===== config.mk =====
export PLATFORM = sky130hd
export DESIGN_NAME = ahb_ram_arbiter
export DESIGN_NICKNAME = d
export VERILOG_FILES = /design/src/rtl/ahb_arb_pkg.sv /design/src/rtl/ahb_arb_hold.sv /design/src/rtl/ahb_ram_arbiter.sv
export SDC_FILE = /design/constraint.sdc
export NUM_CORES = 1
export LEC_CHECK = 0
export ABC_AREA = 1
export BUFFER_PORTS_ARGS = -buffer_cell sky130_fd_sc_hd__buf_4
export CAP_MARGIN = 10
export CORE_AREA = 3 3 123 125
export CTS_CLUSTER_DIAMETER = 100
export DETAILED_ROUTE_END_ITERATION = 6
export DIE_AREA = 0 0 126 128
export PLACE_DENSITY = 0.7
export SLEW_MARGIN = 10
export SYNTH_ARGS = -nofsm -noshare
export SYNTH_HDL_FRONTEND = slang
export SYNTH_SLANG_ARGS = --single-unit

===== constraint.sdc =====
create_clock -name HCLK -period 4.6 [get_ports HCLK]
set_input_delay 0.23 -clock HCLK [delete_from_list [all_inputs] [get_ports HCLK]]
set_output_delay 0.23 -clock HCLK [all_outputs]
set_load 0.05 [all_outputs]

===== src/rtl/ahb_arb_pkg.sv =====
// Shared types for the two-master AHB-Lite RAM arbiter.
// The optional round-robin tie-break is enabled with ARB_ROUND_ROBIN_EN.
package ahb_arb_pkg;

  typedef enum logic [1:0] {
    IDLE   = 2'b00,
    BUSY   = 2'b01,
    NONSEQ = 2'b10,
    SEQ    = 2'b11
  } htrans_t;

  typedef enum logic [1:0] {
    OWN_NONE = 2'd0,
    OWN_M0   = 2'd1,
    OWN_M1   = 2'd2
  } owner_t;

  typedef struct packed {
    logic [31:0] haddr;
    logic        hwrite;
    logic [2:0]  hsize;
  } addr_phase_t;

  localparam int WAIT_W = 4;

endpackage


===== src/rtl/ahb_arb_hold.sv =====
// Per-master front end: request detection, held address phase for a losing
// request, pending flag and the HREADYOUT returned to that master.
module ahb_arb_hold
  import ahb_arb_pkg::*;
(
  input  logic        clk,
  input  logic        rst,
  input  logic        hsel,
  input  logic        hready,
  input  logic [1:0]  htrans,
  input  logic [31:0] haddr,
  input  logic        hwrite,
  input  logic [2:0]  hsize,
  input  logic        grant,
  input  logic        own,
  input  logic        s_hreadyout,
  output logic        cand,
  output addr_phase_t cand_phase,
  output logic        pend,
  output logic        hreadyout
);

  logic        live;
  addr_phase_t live_phase;
  addr_phase_t hold;

  assign live       = hsel & hready & (htrans != IDLE);
  assign live_phase = '{haddr: haddr, hwrite: hwrite, hsize: hsize};
  assign cand       = pend | live;
  assign cand_phase = pend ? hold : live_phase;

  // NOTE: sequential state uses non-blocking assignments so every flop samples pre-edge values.
  always_ff @(posedge clk) begin
    if (rst) begin
      pend <= 1'b0;
      hold <= '0;
    end else if (grant) begin
      pend <= 1'b0;
    end else if (live && !pend) begin
      pend <= 1'b1;
      hold <= live_phase;
    end
  end

  // A pending master is stalled until its held transfer is granted and completes.
  always_comb begin
    hreadyout = 1'b1;
    if (pend)
      hreadyout = 1'b0;
    else if (own)
      hreadyout = s_hreadyout;
  end

endmodule


===== src/rtl/ahb_ram_arbiter.sv =====
// Two-master AHB-Lite arbiter in front of a single-cycle RAM slave.
// Define ARB_ROUND_ROBIN_EN for round-robin ties; default is fixed M0 priority with starvation override.
module ahb_ram_arbiter
  import ahb_arb_pkg::*;
#(
  parameter int MAX_WAIT = 4
) (
  input  logic        HCLK,
  input  logic        HRESET,
  input  logic        M0_HSEL,
  input  logic        M0_HREADY,
  input  logic [31:0] M0_HADDR,
  input  logic [1:0]  M0_HTRANS,
  input  logic        M0_HWRITE,
  input  logic [2:0]  M0_HSIZE,
  input  logic [31:0] M0_HWDATA,
  output logic        M0_HREADYOUT,
  output logic [31:0] M0_HRDATA,
  input  logic        M1_HSEL,
  input  logic        M1_HREADY,
  input  logic [31:0] M1_HADDR,
  input  logic [1:0]  M1_HTRANS,
  input  logic        M1_HWRITE,
  input  logic [2:0]  M1_HSIZE,
  input  logic [31:0] M1_HWDATA,
  output logic        M1_HREADYOUT,
  output logic [31:0] M1_HRDATA,
  output logic        S_HSEL,
  output logic [31:0] S_HADDR,
  output logic [1:0]  S_HTRANS,
  output logic        S_HWRITE,
  output logic [2:0]  S_HSIZE,
  output logic [31:0] S_HWDATA,
  output logic        S_HREADY,
  input  logic        S_HREADYOUT,
  input  logic [31:0] S_HRDATA
);

  owner_t      owner;
  owner_t      owner_next;
  logic        cand0, cand1;
  logic        pend0, pend1;
  logic        grant0, grant1;
  logic        s_hready;
  logic        m1_priority;
  addr_phase_t phase0, phase1;
  addr_phase_t win_phase;

  ahb_arb_hold u_hold0 (
    .clk         (HCLK),
    .rst         (HRESET),
    .hsel        (M0_HSEL),
    .hready      (M0_HREADY),
    .htrans      (M0_HTRANS),
    .haddr       (M0_HADDR),
    .hwrite      (M0_HWRITE),
    .hsize       (M0_HSIZE),
    .grant       (grant0),
    .own         (owner == OWN_M0),
    .s_hreadyout (S_HREADYOUT),
    .cand        (cand0),
    .cand_phase  (phase0),
    .pend        (pend0),
    .hreadyout   (M0_HREADYOUT)
  );

  ahb_arb_hold u_hold1 (
    .clk         (HCLK),
    .rst         (HRESET),
    .hsel        (M1_HSEL),
    .hready      (M1_HREADY),
    .htrans      (M1_HTRANS),
    .haddr       (M1_HADDR),
    .hwrite      (M1_HWRITE),
    .hsize       (M1_HSIZE),
    .grant       (grant1),
    .own         (owner == OWN_M1),
    .s_hreadyout (S_HREADYOUT),
    .cand        (cand1),
    .cand_phase  (phase1),
    .pend        (pend1),
    .hreadyout   (M1_HREADYOUT)
  );

  // The bus is free for a new address phase when idle or the current data phase ends.
  assign s_hready  = (owner == OWN_NONE) | S_HREADYOUT;
  assign S_HREADY  = s_hready;
  assign M0_HRDATA = S_HRDATA;
  assign M1_HRDATA = S_HRDATA;

`ifdef ARB_ROUND_ROBIN_EN
  logic rr_last;

  always_ff @(posedge HCLK) begin
    if (HRESET)
      rr_last <= 1'b1;
    else if (grant0)
      rr_last <= 1'b0;
    else if (grant1)
      rr_last <= 1'b1;
  end

  assign m1_priority = ~rr_last;
`else
  logic [WAIT_W-1:0] wait_cnt;

  // Saturates at MAX_WAIT so a long slave stall cannot wrap the counter.
  always_ff @(posedge HCLK) begin
    if (HRESET)
      wait_cnt <= '0;
    else if (grant1)
      wait_cnt <= '0;
    else if (cand1 && (wait_cnt != WAIT_W'(MAX_WAIT)))
      wait_cnt <= wait_cnt + WAIT_W'(1);
  end

  assign m1_priority = (wait_cnt == WAIT_W'(MAX_WAIT));
`endif

  always_ff @(posedge HCLK) begin
    if (HRESET)
      owner <= OWN_NONE;
    else
      owner <= owner_next;
  end

  always_comb begin
    grant0 = 1'b0;
    grant1 = 1'b0;
    if (s_hready) begin
      if (cand1 && (!cand0 || m1_priority))
        grant1 = 1'b1;
      else if (cand0)
        grant0 = 1'b1;
    end

    owner_next = owner;
    if (grant0)
      owner_next = OWN_M0;
    else if (grant1)
      owner_next = OWN_M1;
    else if (S_HREADYOUT)
      owner_next = OWN_NONE;
  end

  // NOTE: every combinational output is given a default first so no latch is inferred.
  always_comb begin
    win_phase = '0;
    S_HSEL    = 1'b0;
    S_HTRANS  = IDLE;
    if (grant0) begin
      win_phase = phase0;
      S_HSEL    = 1'b1;
      S_HTRANS  = NONSEQ;
    end else if (grant1) begin
      win_phase = phase1;
      S_HSEL    = 1'b1;
      S_HTRANS  = NONSEQ;
    end
    S_HADDR  = win_phase.haddr;
    S_HWRITE = win_phase.hwrite;
    S_HSIZE  = win_phase.hsize;

    // Interleaving masters breaks bursts, so every granted beat is issued as NONSEQ.
    case (owner)
      OWN_M0:  S_HWDATA = M0_HWDATA;
      OWN_M1:  S_HWDATA = M1_HWDATA;
      default: S_HWDATA = '0;
    endcase
  end

endmodule


==> metrics.csv, run 1 <==
stage,metric,value,unit
synthesis,syn avg cell area,6.01,um^2
worst_hold_path,Hold Crit Class,in -> reg,
final_layout,layout cells sized above 1,24.5,%
clock_tree,CTS Buffer Depth,2,
synthesis,largest family of logic cells by synthesized area,simple AND/OR/NAND/NOR gates,
sta,Final min period,3200,ps
status,status,completed,
drt,TritonRoute pass-1 iters,5,
sta,Setup TNS,0,ps
die,Die Area,0.0161,mm^2
die,Vert. Die Dim,128,um
synthesis,mux contribution to synthesized area,0,%
worst_setup_path,capturing point of the worst reg2reg path,u_hold1.hold[9]$_SDFFE_PP0P_,
final_layout,Syn-to-layout area delta,24.4,%
die,Cell Rows,43,
sta,Fin. Hold Viols,0,
final_layout,Final nets,1239,
sta,RSZ-0062 raised after global routing,no,
sta,Final Cycle Share,69.6,%
flow_run,max cap viols,0,
die,Initial Util,41.0,%
synthesis,Synth area leaders,"dfxtp_1 28%, nand2_1 17%, a21oi_1 9.9%",
drt,Wirelength per Cell,16.1,um
power,Flop pwr share,33.0,%
clock_tree,clock latency on the worst-skew pair,340,ps
clock_tree,Resize count post-CTS,0,
sta,f_max,312,MHz
synthesis,Post-synth EDFFs,0,
place,Setup Slack @ Placement,1790,ps
clock_tree,clock tree from TritonCTS,built,
clock_tree,clk slew on worst S/H paths,60,ps
power,Sw Share,36.3,%
power,Clock power frac,32.3,%
synthesis,Post-Syn Instances,954,
worst_setup_path,r2r startpoint,u_hold1.pend$_SDFFE_PP0P_,
die,# IOs,317,
synthesis,net count after synthesis,1138,
drt,via count,6187,
clock_tree,# hold bufs at CTS,0,
power,Leakage Power,0.00343,uW
place,IO buf count,219,
clock_tree,post-CTS setup buffers,0,
worst_setup_path,Crit Path Class,reg -> out,
sta,Slew headroom,27.3,%
synthesis,Yosys warning total,0,
power,combinational share of power,34.6,%
sta,clk_skew,7.04,ps
clock_tree,Clock Sinks,80,
drt,WL final,19900,um
power,internal power,1490,uW
global_routing,first-pass GRT wire length,29700,um
synthesis,Synth Area in Compound Gates,19.8,%
synthesis,Synth area leader,dfxtp_1,
place,global placement routability congestion,0.910,
synthesis,mapped cell area,0.00573,mm^2
final_layout,# diodes,0,
worst_setup_path,Worst Path Arrival,2970,ps
sta,worst slew pin tran,1090,ps
clock_tree,H-tree Lvls,3,
global_routing,grt ovf,0,
sta,final worst-path setup slack,1400,ps
drt,Final ANT Viol Nets,0,
worst_setup_path,FF-to-FF setup slack,2090,ps
power,Peak VDD IR,0.000157,V
worst_setup_path,Worst Setup Start Kind,flop,
global_routing,GRT Util Overall,23.2,%
synthesis,Adder-Cell Fraction of Synth Area,1.09,%
synthesis,synthesized-area fraction occupied by and/or/nand/nor cells,29.7,%
worst_setup_path,Worst Path Max Fanout,88,
worst_setup_path,CP endpoint kind,output port,
place,hpwl dp,14900,um
synthesis,top-count cell post-synth,nand2_1,
synthesis,post-synth top area share,28.0,%
power,PD cells,328,mW/mm^2
synthesis,"Primary FF master, synth",dfxtp_1,
final_layout,final cell count without fillers,1240,
worst_setup_path,CP Launch Point,u_hold1.pend$_SDFFE_PP0P_,
global_routing,vias in the first global route,5366,
worst_setup_path,Critical Path RT,4370,ps
drt,vias per cell,4.99,
synthesis,register area share after synthesis,28.0,%
clock_tree,clk root buf,clkbuf_16,
clock_tree,number of buffers created by CTS,9,
place,# placed instances,1224,
worst_setup_path,Critical Path Sink,S_HADDR[5],
drt,Residual DRC,0,
sta,Final Max Tran Viols,0,
global_routing,initial antenna violation count,0,
die,core area,0.0140,mm^2
worst_setup_path,reg2reg path depth,7,
die,die width,126,um
power,switching power,848,uW
drt,1st-iter DRT viols,501,
synthesis,Post-synth top cells,"257 x nand2_1, 113 x a21oi_1, 101 x o21ai_0, 85 x inv_1, 80 x dfxtp_1",
synthesis,Netlist cell types,23,
sta,# setup viols final,0,
synthesis,Seq cells post-synth,80,
global_routing,largest net degree at the start of global routing,89,
synthesis,Synth async-reset ratio,0,%
synthesis,Post-Synth XOR/XNOR Area,0.306,%
-- layout by cell type (no fill, tap or decap), drive strengths merged --
cell / count
ha: 5
o21ai: 110
bufinv: 1
conb: 1
a21oi: 113
inv: 88
clkinv: 1
nand3: 77
xor2: 2
buf: 228
o22ai: 1
nor2: 77
nand2: 262
dfxtp: 80
clkbuf: 14
-- stage by stage --
stage / total power, uW / cell area (um^2) / hold WS (ps) / utilization [%]
after global placement: 1590 / 6810 / 451 / 48.6
after global routing: 2450 / 7120 / 127 / 50.9
after detailed placement: 1590 / 6810 / 460 / 48.6
after CTS: 2350 / 7120 / 108 / 50.9
after floorplan: 1490 / 5730 / 344 / -
final: 2340 / 7120 / 119 / 50.9
-- layer usage --
layer	up-vias	track usage [%]	part of all wire, %
li1	3155	-	-
met1	2729	32.2	44
met2	280	35.3	45
met3	23	6.25	8.8
met4	0	7.13	1.6
met5	-	0	0
-- critical path, cell delays in order, from the launching register on --
cell and delay, ps:
dfxtp_1 420, inv_2 40, buf_4 310, nand2_4 190, nand3_4 670, buf_4 510
o21ai_0 210, buf_4 230
-- power groups by stage --
stage	logic (uW)	registers, uW	clock network [uW]
6_report	809	771	755
5_1_grt	878	777	797
4_1_cts	811	771	768
3_5_place_dp	809	785	0
3_3_place_gp	806	784	0
2_1_floorplan	710	779	0
-- worst min path at each step --
stage | start | end | slack (ps) | cells after the start
after detailed placement | S_HRDATA[0] | M0_HRDATA[0] | 460 | 0
after global placement | HRESET | owner[0]$_SDFFE_PP0P_ | 450 | 2
after global routing | HRESET | owner[0]$_SDFFE_PP0P_ | 130 | 2
after floorplan | HRESET | owner[0]$_SDFFE_PP0P_ | 340 | 1
after CTS | HRESET | owner[0]$_SDFFE_PP0P_ | 110 | 2
final | HRESET | owner[0]$_SDFFE_PP0P_ | 120 | 2
-- area by class of cell --
cell class                 count  area [um^2]
multi-input combinational    648         2940
fill                        1520         6860
clock buffer                  14          284
timing repair buffer         228         1710
clock inverter                 2         35.0
sequential                    80         1600
tap                          180          225
inverter                      88          330
-- sequential cells by signal, indices dropped and copies added (netlist names) --
register      cells
owner             2
u_hold0.hold     36
u_hold0.pend      1
u_hold1.hold     36
u_hold1.pend      1
wait_cnt          4
-- logic make-up (layout without fill, tap and decap cells) --
kind of cell	after synthesis	in the layout
other cells	1	1
fa+ha+maj	5	5
buf+inv	226	332
xor+xnor	2	2
simple gates	416	416
flops	80	80
compound gates	224	224
Note: power is estimated with default switching activity, not from simulation.
==> run 2, diff against run 1 <==
--- a/config.mk
+++ b/config.mk
@@ -5,14 +5,14 @@
 export SDC_FILE = /design/constraint.sdc
 export NUM_CORES = 1
 export LEC_CHECK = 0
-export ABC_AREA = 1
+export ABC_AREA = 0
 export BUFFER_PORTS_ARGS = -buffer_cell sky130_fd_sc_hd__buf_4
 export CAP_MARGIN = 10
-export CORE_AREA = 3 3 123 125
+export CORE_MARGIN = 3
+export CORE_UTILIZATION = 41
 export CTS_CLUSTER_DIAMETER = 100
 export DETAILED_ROUTE_END_ITERATION = 6
-export DIE_AREA = 0 0 126 128
-export PLACE_DENSITY = 0.7
+export PLACE_DENSITY = 0.75
 export SLEW_MARGIN = 10
 export SYNTH_ARGS = -nofsm -noshare
 export SYNTH_HDL_FRONTEND = slang
==> constraint.sdc (replaced) <==
create_clock -name HCLK -period 2.6 [get_ports HCLK]
set_input_delay 0.13 -clock HCLK [delete_from_list [all_inputs] [get_ports HCLK]]
set_output_delay 0.13 -clock HCLK [all_outputs]
set_load 0.05 [all_outputs]
==> metrics.csv, run 2 <==
stage,metric,value,unit,change
global_routing,largest net degree at the start of global routing,96,,+7.9%
place,global placement routability congestion,0.903,,-0.69%
synthesis,mux contribution to synthesized area,25.4,%,+25 points
global_routing,initial antenna violation count,1,,+1
clock_tree,Clock Sinks,80,,unchanged
sta,clk_skew,7.11,ps,+0.0743 ps
die,Die Area,0.0156,mm^2,-3.3%
worst_setup_path,Critical Path RT,2470,ps,-1900 ps
status,status,completed,,
final_layout,"most common cell after layout, fill and taps aside",buf_4,,
clock_tree,clk slew on worst S/H paths,60,ps,about the same
die,Vert. Die Dim,125,um,-2.5%
power,Leakage Power,0.00286,uW,-17%
sta,Final min period,2460,ps,
power,Clock power frac,33.8,%,+1.5 points
power,Peak VDD IR,0.000391,V,+150%
drt,via count,4995,,-19%
final_layout,Final nets,945,,-24%
die,Cell Rows,42,,-2.3%
power,Sw Share,33.1,%,-3.1 points
worst_hold_path,worst hold endpoint,u_hold1.hold[17]$_SDFFE_PP0P_,,
synthesis,Netlist cell types,34,,+48%
synthesis,"Primary FF master, synth",dfxtp_1,,
power,internal power,2540,uW,+71%
drt,TritonRoute pass-1 iters,4,,-1
power,PD cells,518,mW/mm^2,+58%
power,combinational share of power,32.6,%,-2.0 points
synthesis,register area share after synthesis,27.7,%,-0.30 points
drt,Wirelength per Cell,20.2,um,+26%
synthesis,post-synth top area share,27.7,%,-0.30 points
sta,f_max,406,MHz,
drt,WL final,19000,um,-4.7%
place,IO buf count,219,,unchanged
synthesis,Adder-Cell Fraction of Synth Area,1.08,%,-0.012 points
global_routing,first-pass GRT wire length,28700,um,-3.2%
sta,# setup viols final,0,,unchanged
drt,Residual DRC,0,,unchanged
synthesis,mapped cell area,0.00579,mm^2,+1.1%
drt,Final ANT Viol Nets,0,,unchanged
die,die width,125,um,-0.91%
worst_setup_path,Worst Path Max Fanout,26,,-70%
global_routing,grt ovf,0,,unchanged
clock_tree,post-CTS setup buffers,0,,unchanged
sta,Slew headroom,50.9,%,+24 points
synthesis,Synth area leaders,"dfxtp_1 28%, mux2i_1 25%, nand2b_1 16%",,
synthesis,Synth Area in Compound Gates,10.7,%,-9.1 points
flow_run,max cap viols,0,,unchanged
sta,Final Max Tran Viols,0,,unchanged
clock_tree,clk root buf,clkbuf_16,,
drt,1st-iter DRT viols,235,,-53%
final_layout,layout cells sized above 1,33.7,%,+9.2 points
die,core area,0.0135,mm^2,-3.5%
power,Flop pwr share,33.6,%,+0.6 points
synthesis,top-count cell post-synth,mux2i_1,,
worst_setup_path,Worst Setup Start Kind,flop,,
worst_setup_path,CP endpoint kind,output port,,
power,switching power,1260,uW,+49%
worst_setup_path,reg2reg path depth,7,,unchanged
worst_setup_path,r2r startpoint,owner[0]$_SDFFE_PP0P_,,
synthesis,net count after synthesis,821,,-28%
synthesis,synthesized-area fraction occupied by and/or/nand/nor cells,21.0,%,-8.7 points
clock_tree,number of buffers created by CTS,9,,unchanged
sta,Fin. Hold Viols,0,,unchanged
synthesis,syn avg cell area,9.09,um^2,+51%
clock_tree,clock tree from TritonCTS,built,,
worst_hold_path,hold path startpoint,M1_HADDR[13],,
worst_hold_path,Hold Crit Class,in -> reg,,
final_layout,most frequent cells in the layout,"227 x buf_4, 147 x mux2i_1, 146 x nand2b_1",,
synthesis,Post-synth EDFFs,0,,unchanged
synthesis,Synth area leader,dfxtp_1,,
worst_setup_path,capturing point of the worst reg2reg path,u_hold0.hold[33]$_SDFFE_PP0P_,,
drt,vias per cell,5.31,,+6.4%
clock_tree,CTS Buffer Depth,2,,unchanged
power,Tot Pwr,3800,uW,+63%
synthesis,Seq cells post-synth,80,,unchanged
clock_tree,H-tree Lvls,3,,unchanged
final_layout,# diodes,0,,unchanged
clock_tree,clock latency on the worst-skew pair,330,ps,about the same
worst_setup_path,CP Launch Point,u_hold0.pend$_SDFFE_PP0P_,,
sta,final worst-path setup slack,139,ps,-1260 ps
sta,Setup TNS,0,ps,unchanged
worst_setup_path,Crit Path Class,reg -> out,,
die,# IOs,317,,unchanged
sta,Final Cycle Share,94.7,%,
global_routing,vias in the first global route,5322,,-0.82%
place,Setup Slack @ Placement,313,ps,-1480 ps
worst_setup_path,FF-to-FF setup slack,440,ps,-1650 ps
synthesis,Post-synth top cells,"147 x mux2i_1, 146 x nand2b_1, 80 x dfxtp_1, 67 x buf_4, 37 x o22ai_1",,
die,Initial Util,42.9,%,+1.9 points
global_routing,GRT Util Overall,22.9,%,-0.26 points
worst_setup_path,Worst Path Arrival,2330,ps,-640 ps
sta,RSZ-0062 raised after global routing,no,,
sta,worst slew pin tran,736,ps,-353 ps
synthesis,largest family of logic cells by synthesized area,multiplexers,,
synthesis,Synth async-reset ratio,0,%,unchanged
place,hpwl dp,14300,um,-4.4%
final_layout,top flop regs,"u_hold0.hold: 36 flops, u_hold1.hold: 36 flops, wait_cnt: 4 flops",,
final_layout,Syn-to-layout area delta,26.8,%,
worst_hold_path,Cells on Worst Hold Path,3,,+1
synthesis,Post-Syn Instances,637,,-33%
synthesis,Post-Synth XOR/XNOR Area,0.151,%,-0.15 points
synthesis,Yosys warning total,0,,unchanged
## run 2: cell count changes in the layout (fill, tap and decap cells not counted), sizes merged, moves of 36 or more
cell / change
inv: -82
nor2: -74
mux2i: +147
a21oi: -108
nand2b: +146
nand2: -260
nand3: -77
o21ai: -107
o22ai: +36
## run 2: worst max path at each step
stage | to | slack (ps)
floorplan | S_HTRANS[1] | 240
global placement | S_HADDR[30] | 480
detailed placement | S_HADDR[4] | 310
CTS | S_HADDR[4] | 150
global route | S_HADDR[4] | 50
finish | S_HADDR[4] | 140
## run 2: metrics by stage
| stage | instance area (um^2) | std cells | hold slack, ps | util [%] |
|---|---|---|---|---|
| global route | 7350 | 941 | 68.2 | 54.4 |
| floorplan | 5790 | 637 | 285 | - |
| CTS | 7350 | 941 | 63.4 | 54.4 |
| global placement | 7000 | 924 | 260 | 51.8 |
| finish | 7350 | 941 | 70.6 | 54.4 |
| detailed placement | 7000 | 924 | 260 | 51.8 |
## run 2: cell type report
class / count / area [um^2]
Clock buffer: 13 / 260
Clock inverter: 2 / 38.8
Fill cell: 1230 / 6160
Inverter: 6 / 22.5
Multi-Input combinational cell: 435 / 3460
Sequential cell: 80 / 1600
Tap cell: 176 / 220
Timing Repair Buffer: 229 / 1740
## run 2: power groups by stage
stage	Clock, uW	Combinational (uW)	Sequential [uW]
floorplan	0	1060	1290
global placement	0	1200	1300
detailed placement	0	1220	1300
CTS	1300	1250	1280
global route	1360	1310	1280
finish	1280	1240	1280
## run 2: timing repair
action | CTS | global route
setup endpoints to repair | 1 | 0
hold buffers | 0 | 0
resized for setup | 3 | 0
## run 2: routing by layer
| layer | part of all wire (%) | global-route usage [%] | up-vias |
|---|---|---|---|
| li1 | - | - | 2387 |
| met1 | 38 | 25.1 | 2327 |
| met2 | 50 | 40.5 | 238 |
| met3 | 9.1 | 8.19 | 41 |
| met4 | 2.9 | 8.86 | 2 |
| met5 | 0.068 | 0.327 | - |
## run 2: critical path, stage by stage, from the launching register on
cell	delay, ps
dfxtp_2	350
buf_4	410
nand2b_1	370
o211ai_4	320
o22ai_1	280
buf_4	250
## run 2: kinds of logic (layout without fill, tap and decap cells)
family / Yosys count / count (layout)
AND/OR/NAND/NOR: 193 / 193
multiplexers: 147 / 147
buffers and inverters: 124 / 250
AO/OA/AOI/OAI: 86 / 88
flip-flops: 80 / 80
adder cells (fa/ha/maj): 5 / 5
other: 1 / 1
XOR/XNOR: 1 / 1
